==> src/rtl/mux_pkg.sv <==
// Shared types and default sizes for the mux_demux_stream packet demultiplexer.
// MUX_DEMUX_DROP_EN adds the ST_DROP state used to swallow out-of-range packets.
package mux_pkg;

  localparam int unsigned DATA_W_DEF  = 8;
  localparam int unsigned NUM_OUT_DEF = 4;

  typedef enum logic [1:0] {
    ST_IDLE,
    ST_PKT
`ifdef MUX_DEMUX_DROP_EN
    ,
    ST_DROP
`endif
  } state_e;

endpackage

==> src/rtl/mux_hold_reg.sv <==
// One-entry valid/ready pipeline register; accepts a new entry in the same cycle
// the current one drains, so a full/ready stream sustains one beat per cycle.
module mux_hold_reg #(
  parameter int unsigned W = 8
) (
  input  logic         clk,
  input  logic         rst,
  input  logic         i_valid,
  output logic         o_ready,
  input  logic [W-1:0] i_data,
  output logic         o_valid,
  input  logic         i_ready,
  output logic [W-1:0] o_data
);

  logic         r_full;
  logic [W-1:0] r_data;

  assign o_ready = !r_full || i_ready;
  assign o_valid = r_full;
  assign o_data  = r_data;

  always_ff @(posedge clk) begin
    if (rst) begin
      r_full <= 1'b0;
      r_data <= '0;
    end else if (i_valid && o_ready) begin
      r_full <= 1'b1;
      r_data <= i_data;
    end else if (i_ready) begin
      r_full <= 1'b0;
    end
  end

endmodule

==> src/rtl/mux_demux_stream.sv <==
// Registered 1-to-NUM_OUT packet demux; the destination is latched on the first beat.
// Optional MUX_DEMUX_DROP_EN: out-of-range packets are discarded and flagged on drop_err.
module mux_demux_stream
  import mux_pkg::*;
#(
  parameter int unsigned DATA_W  = DATA_W_DEF,
  parameter int unsigned NUM_OUT = NUM_OUT_DEF,
  parameter int unsigned SEL_W   = $clog2(NUM_OUT)
) (
  input  logic               clk,
  input  logic               rst,
  input  logic               s_valid,
  output logic               s_ready,
  input  logic [DATA_W-1:0]  s_data,
  input  logic               s_last,
  input  logic [SEL_W-1:0]   s_sel,
  output logic [NUM_OUT-1:0] m_valid,
  input  logic [NUM_OUT-1:0] m_ready,
  output logic [DATA_W-1:0]  m_data,
  output logic               m_last,
  output logic               busy
`ifdef MUX_DEMUX_DROP_EN
  ,
  output logic               drop_err
`endif
);

  localparam int unsigned HoldW = 1 + SEL_W + DATA_W;

  state_e r_state_q, w_state_d;

  logic [SEL_W-1:0]  r_pkt_dest;
  logic [SEL_W-1:0]  w_sel_clamp;
  logic [SEL_W-1:0]  w_beat_dest;
  logic              w_sel_oor;
  logic              w_drop_beat;
  logic              w_accept;
  logic              w_load;
  logic              w_hold_in_ready;
  logic              w_hold_full;
  logic              w_out_ready;
  logic [HoldW-1:0]  w_hold_out;
  logic              w_hold_last;
  logic [SEL_W-1:0]  w_hold_dest;
  logic [DATA_W-1:0] w_hold_data;

  assign w_sel_oor   = (32'(s_sel) >= NUM_OUT);
  assign w_sel_clamp = w_sel_oor ? SEL_W'(NUM_OUT - 1) : s_sel;
  assign w_beat_dest = (r_state_q == ST_IDLE) ? w_sel_clamp : r_pkt_dest;

`ifdef MUX_DEMUX_DROP_EN
  logic r_drop_err, w_drop_err_d;

  // Dropped beats bypass the holding register, so they never wait on m_ready.
  assign w_drop_beat = (r_state_q == ST_DROP) || ((r_state_q == ST_IDLE) && w_sel_oor);
  assign drop_err    = r_drop_err;
`else
  assign w_drop_beat = 1'b0;
`endif

  assign s_ready  = w_drop_beat || w_hold_in_ready;
  assign w_accept = s_valid && s_ready;
  assign w_load   = w_accept && !w_drop_beat;

  always_comb begin
    w_state_d = r_state_q;
`ifdef MUX_DEMUX_DROP_EN
    w_drop_err_d = 1'b0;
`endif
    unique case (r_state_q)
      ST_IDLE: begin
        if (w_accept) begin
`ifdef MUX_DEMUX_DROP_EN
          if (w_sel_oor) begin
            if (s_last) w_drop_err_d = 1'b1;
            else        w_state_d    = ST_DROP;
          end else
`endif
          if (!s_last) w_state_d = ST_PKT;
        end
      end
      ST_PKT: begin
        if (w_accept && s_last) w_state_d = ST_IDLE;
      end
`ifdef MUX_DEMUX_DROP_EN
      ST_DROP: begin
        if (w_accept && s_last) begin
          w_state_d    = ST_IDLE;
          w_drop_err_d = 1'b1;
        end
      end
`endif
      default: w_state_d = ST_IDLE;
    endcase
  end

  always_ff @(posedge clk) begin
    if (rst) begin
      r_state_q  <= ST_IDLE;
      r_pkt_dest <= '0;
`ifdef MUX_DEMUX_DROP_EN
      r_drop_err <= 1'b0;
`endif
    end else begin
      r_state_q <= w_state_d;
      if (w_accept && (r_state_q == ST_IDLE)) r_pkt_dest <= w_sel_clamp;
`ifdef MUX_DEMUX_DROP_EN
      r_drop_err <= w_drop_err_d;
`endif
    end
  end

  // Each beat carries its own dest so a new packet can load while the old one drains.
  mux_hold_reg #(
    .W (HoldW)
  ) u_hold (
    .clk     (clk),
    .rst     (rst),
    .i_valid (s_valid && w_load),
    .o_ready (w_hold_in_ready),
    .i_data  ({s_last, w_beat_dest, s_data}),
    .o_valid (w_hold_full),
    .i_ready (w_out_ready),
    .o_data  (w_hold_out)
  );

  assign {w_hold_last, w_hold_dest, w_hold_data} = w_hold_out;

  always_comb begin
    m_valid = '0;
    for (int i = 0; i < NUM_OUT; i++) begin
      m_valid[i] = w_hold_full && (w_hold_dest == SEL_W'(i));
    end
  end

  // Only the selected port's ready matters, since m_valid is one-hot.
  assign w_out_ready = |(m_valid & m_ready);
  assign m_data      = w_hold_data;
  assign m_last      = w_hold_last;
  assign busy        = (r_state_q != ST_IDLE);

endmodule

==> config.mk <==
export PLATFORM = sky130hd
export DESIGN_NAME = mux_demux_stream
export DESIGN_NICKNAME = d
export VERILOG_FILES = /design/src/rtl/mux_pkg.sv /design/src/rtl/mux_hold_reg.sv /design/src/rtl/mux_demux_stream.sv
export SDC_FILE = /design/constraint.sdc
export NUM_CORES = 1
export LEC_CHECK = 0
export ABC_AREA = 1
export ABC_CLOCK_PERIOD_IN_PS = 2000
export CORE_MARGIN = 5
export CORE_UTILIZATION = 40
export DETAILED_ROUTE_END_ITERATION = 7
export DONT_BUFFER_PORTS = 1
export PLACE_DENSITY = 0.51
export SYNTH_ARGS = -nofsm -noshare
export SYNTH_HDL_FRONTEND = slang
export SYNTH_SLANG_ARGS = --single-unit
==> constraint.sdc <==
create_clock -name clk -period 2 [get_ports clk]
set_input_delay 0.2 -clock clk [delete_from_list [all_inputs] [get_ports clk]]
set_output_delay 0.2 -clock clk [all_outputs]
set_load 0.02 [all_outputs]
==> summary by stage <==
Outcome
The run finished with clean final reports.

Placement
During placement, the flow inserted port buffers numbering 0. The detailed placement HPWL is 1090 um. The last weighted congestion value of the routability-driven placer is 0.746.

Global routing
The total global routing track utilization is 0.114. The largest net degree at the start of global routing is 15. The via count of the first global-routing pass was 513. After global routing the overflow that remains totals 0.

The initial antenna violation count was 0. The wire length of the first global-routing pass is 2350 um.

Critical path
The type of the worst setup path is flip-flop to output port. Data on the critical path arrives at its endpoint at 1.40 ns. The number of cells on the worst reg-to-reg path is 8. STA classifies the critical path startpoint as a flip-flop. Along the worst path, the maximum fanout reaches 8. Walking the worst path, the cells encountered are inv_1 > nor3_1.

At the worst endpoint, the required time is 1.80 ns. The type of destination of the critical path is an output port. On the critical path, the stage with the largest delay is an instance of sky130_fd_sc_hd__nor3_1. The delay of the slowest cell on the worst path is 0.53 ns.

STA
Setup violations remaining at the end of the flow were counted as 0. Static timing analysis puts the maximum clock frequency at 626 MHz. After layout, the minimum clock period comes to 1.60 ns. The setup TNS is 0 ns.

Measured against its own limit, the worst slew margin works out to 0.550. The worst-margin pin slew is 0.670 ns. The total count of hold-check failures in the final report is 0. The final period utilization is 0.799. Setup repair after global routing left no endpoint under its margin. The maximum clock skew at final layout is 0.00665 ns.

The number of pins with negative max-slew slack in the final report is 0.

Power
Of the total power, the share spent switching nets is 0.314. The internal cell power is 0.000434 W. The switching component of the power is 0.000199 W. Power spread over the standard cell area amounts to 877 nW/um^2. The clock network fraction of total power is 0.266. The leakage power is 0.295 nW. IR analysis of the VDD net gives a maximum drop of 0.440 mV. The part of the power in registers is 0.584. The share of total power dissipated in combinational logic is 0.150.

Synthesis
The sequential fraction of the synthesis area is 0.403. The mean instance size in the synthesized netlist is 7.61 um^2. The synthesized netlist net count is 116.

The area of the mapped netlist is 746 um^2. The number of flip-flops and latches in the synthesized netlist is 15. The count of different cell masters after synthesis is 21.

The Yosys step of the flow raised 0 warnings. The number of standard cells after synthesis is 98.

Floorplanning
The die span in x is 53.2 um. The initial utilization of the core area, before any placement, comes to 0.427. The die covers 2830 um^2. 33 I/O pins were placed.

The region available for standard cell placement spans 1750 um^2. Measured along the y axis, the die boundary spans 53.2 um. The initialized floorplan defines 15 standard-cell rows.

Clock network
The count of H-tree levels built during CTS is 1. Counting the buffers created by CTS gives 3. TritonCTS built the clock tree. Clock latency on the worst-skew pair, taken at its later pin, is 0.28 ns.

The clock tree buffer depth is 2. The clock drives 15 sinks. The clock tree root driver cell is sky130_fd_sc_hd__clkbuf_4. After clock tree synthesis, the clock-pin slew on the worst setup and hold paths is 0.09 ns.

Worst hold path
Along the worst hold path, the cell count comes to 2. The tightest min-delay check is of the input port to flip-flop type.

Routing
Wires add up to 1480 um. The final routed wire length divided by cell count is 12.6 um. The detailed router finished its first iteration with 11 violations. The number of remaining DRC errors is 0. Across all layers, the routed design uses 546 vias. The detailed-route vias per instance is 4.63. The remaining antenna violation count after routing is 0. The count of TritonRoute iterations in the first routing pass is 3.

Layout
The net count reported at finish is 112. Compared with the post-synthesis result, the final layout area differs by -3.19%. In the final layout, the share of cells above drive strength 1 is 0.161. The final core area utilization is 0.414. The filler cells instantiated in the layout total 193.

The repair_antennas step left the layout with diodes totalling 0.

Job
The number of max-cap violations is 0.
-- worst paths after layout --
kind | start | end | slack (ns)
setup reg to reg | u_hold.o_data[9] | u_hold.o_data[3] | 0.50
hold / removal | s_data[6] | u_hold.o_data[6] | 0.05
setup / recovery | u_hold.o_data[9] | m_valid[2] | 0.40
hold reg to reg | r_pkt_dest[1] | r_pkt_dest[1] | 0.46
-- power by group through the flow --
stage | clock (W) | combinational (W) | sequential [W]
after floorplan | 0 | 0.000133 | 0.000349
after global placement | 0 | 0.0000913 | 0.000377
after detailed placement | 0 | 0.0000918 | 0.000377
after CTS | 0.000177 | 0.0000960 | 0.000370
final | 0.000168 | 0.0000951 | 0.000370
after global routing | 0.000192 | 0.000109 | 0.000375
-- registers in the layout, summed over array words and instances, names as in the netlist --
signal / flops
u_hold.o_valid: 1
r_pkt_dest: 2
u_hold.o_data: 11
r_state_q: 1
-- logic make-up (layout without fill, tap and decap cells) --
family / after synthesis / in the layout / synth area share
AOI/OAI and AO/OA: 16 / 16 / 0.121
buffers and inverters: 19 / 14 / 0.168
DFF: 15 / 15 / 0.403
and+or+nand+nor: 48 / 48 / 0.309
-- metrics by stage --
step / area, um^2 / cells / hold slack, ns / setup slack (ns) / total power [W]
2_1_floorplan: 746 / 98 / 0.262 / 0.696 / 0.000483
3_3_place_gp: 686 / 113 / 0.264 / 0.549 / 0.000469
3_5_place_dp: 686 / 113 / 0.264 / 0.535 / 0.000469
4_1_cts: 722 / 118 / 0.0496 / 0.393 / 0.000643
5_1_grt: 722 / 118 / 0.0641 / 0.262 / 0.000675
6_report: 722 / 118 / 0.0537 / 0.403 / 0.000633
-- area by class of cell --
class | instances | area, um^2 | share of cell area
flip-flops and latches | 15 | 300 | 0.416
repair buffers | 1 | 10.0 | 0.0139
multi-input cells | 64 | 320 | 0.444
clock buffers | 4 | 26.3 | 0.0364
inverters | 9 | 33.8 | 0.0468
well taps | 25 | 31.3 | 0.0433
-- synthesized netlist by cell type --
| cell type | count | share of area |
|---|---|---|
| sky130_fd_sc_hd__a21oi_1 | 6 | 0.040 |
| sky130_fd_sc_hd__a21oi_2 | 1 | 0.012 |
| sky130_fd_sc_hd__buf_12 | 1 | 0.027 |
| sky130_fd_sc_hd__buf_4 | 8 | 0.081 |
| sky130_fd_sc_hd__buf_6 | 1 | 0.015 |
| sky130_fd_sc_hd__dfxtp_1 | 15 | 0.40 |
| sky130_fd_sc_hd__inv_1 | 7 | 0.035 |
| sky130_fd_sc_hd__inv_2 | 2 | 0.010 |
| sky130_fd_sc_hd__nand2_1 | 11 | 0.055 |
| sky130_fd_sc_hd__nand2_2 | 4 | 0.034 |
| sky130_fd_sc_hd__nand2_4 | 2 | 0.030 |
| sky130_fd_sc_hd__nand3_1 | 5 | 0.034 |
| sky130_fd_sc_hd__nand4_1 | 3 | 0.025 |
| sky130_fd_sc_hd__nor2_1 | 19 | 0.096 |
| sky130_fd_sc_hd__nor2_2 | 1 | 0.0084 |
| sky130_fd_sc_hd__nor3_1 | 2 | 0.013 |
| sky130_fd_sc_hd__nor3_2 | 1 | 0.013 |
| sky130_fd_sc_hd__o21ai_0 | 3 | 0.020 |
| sky130_fd_sc_hd__o21ai_1 | 4 | 0.027 |
| sky130_fd_sc_hd__o21ai_2 | 1 | 0.012 |
| sky130_fd_sc_hd__o21bai_1 | 1 | 0.010 |
-- critical path, delay by kind of cell, from the launching register on --
kind                   cells  cell delay (ns)
and+or+nand+nor            1             0.53
buffers and inverters      1             0.09
DFF                        1             0.50
-- what timing repair did --
| item | CTS | global route |
|---|---|---|
| resized for setup | 0 | 0 |
| hold endpoints to repair | 6 | 0 |
| hold buffers | 1 | 0 |
| buffers inserted | 0 | 0 |
-- routing by layer --
| layer | global-route usage | wire, um | vias up |
|---|---|---|---|
| li1 | - | - | 298 |
| met1 | 0.129 | 630 | 225 |
| met2 | 0.159 | 614 | 21 |
| met3 | 0.0930 | 224 | 2 |
| met4 | 0.0383 | 14 | 0 |
| met5 | 0 | 0 | - |
-- placed cells by master, fill, tap and decap left out, drive strengths merged --
cell	n
nor2	20
nand2	17
dfxtp	15
inv	9
o21ai	8
a21oi	7
nand3	5
clkbuf	4
nand4	3
nor3	3
o21bai	1
dlygate4sd3	1
Note: power is estimated with default switching activity, not from simulation.
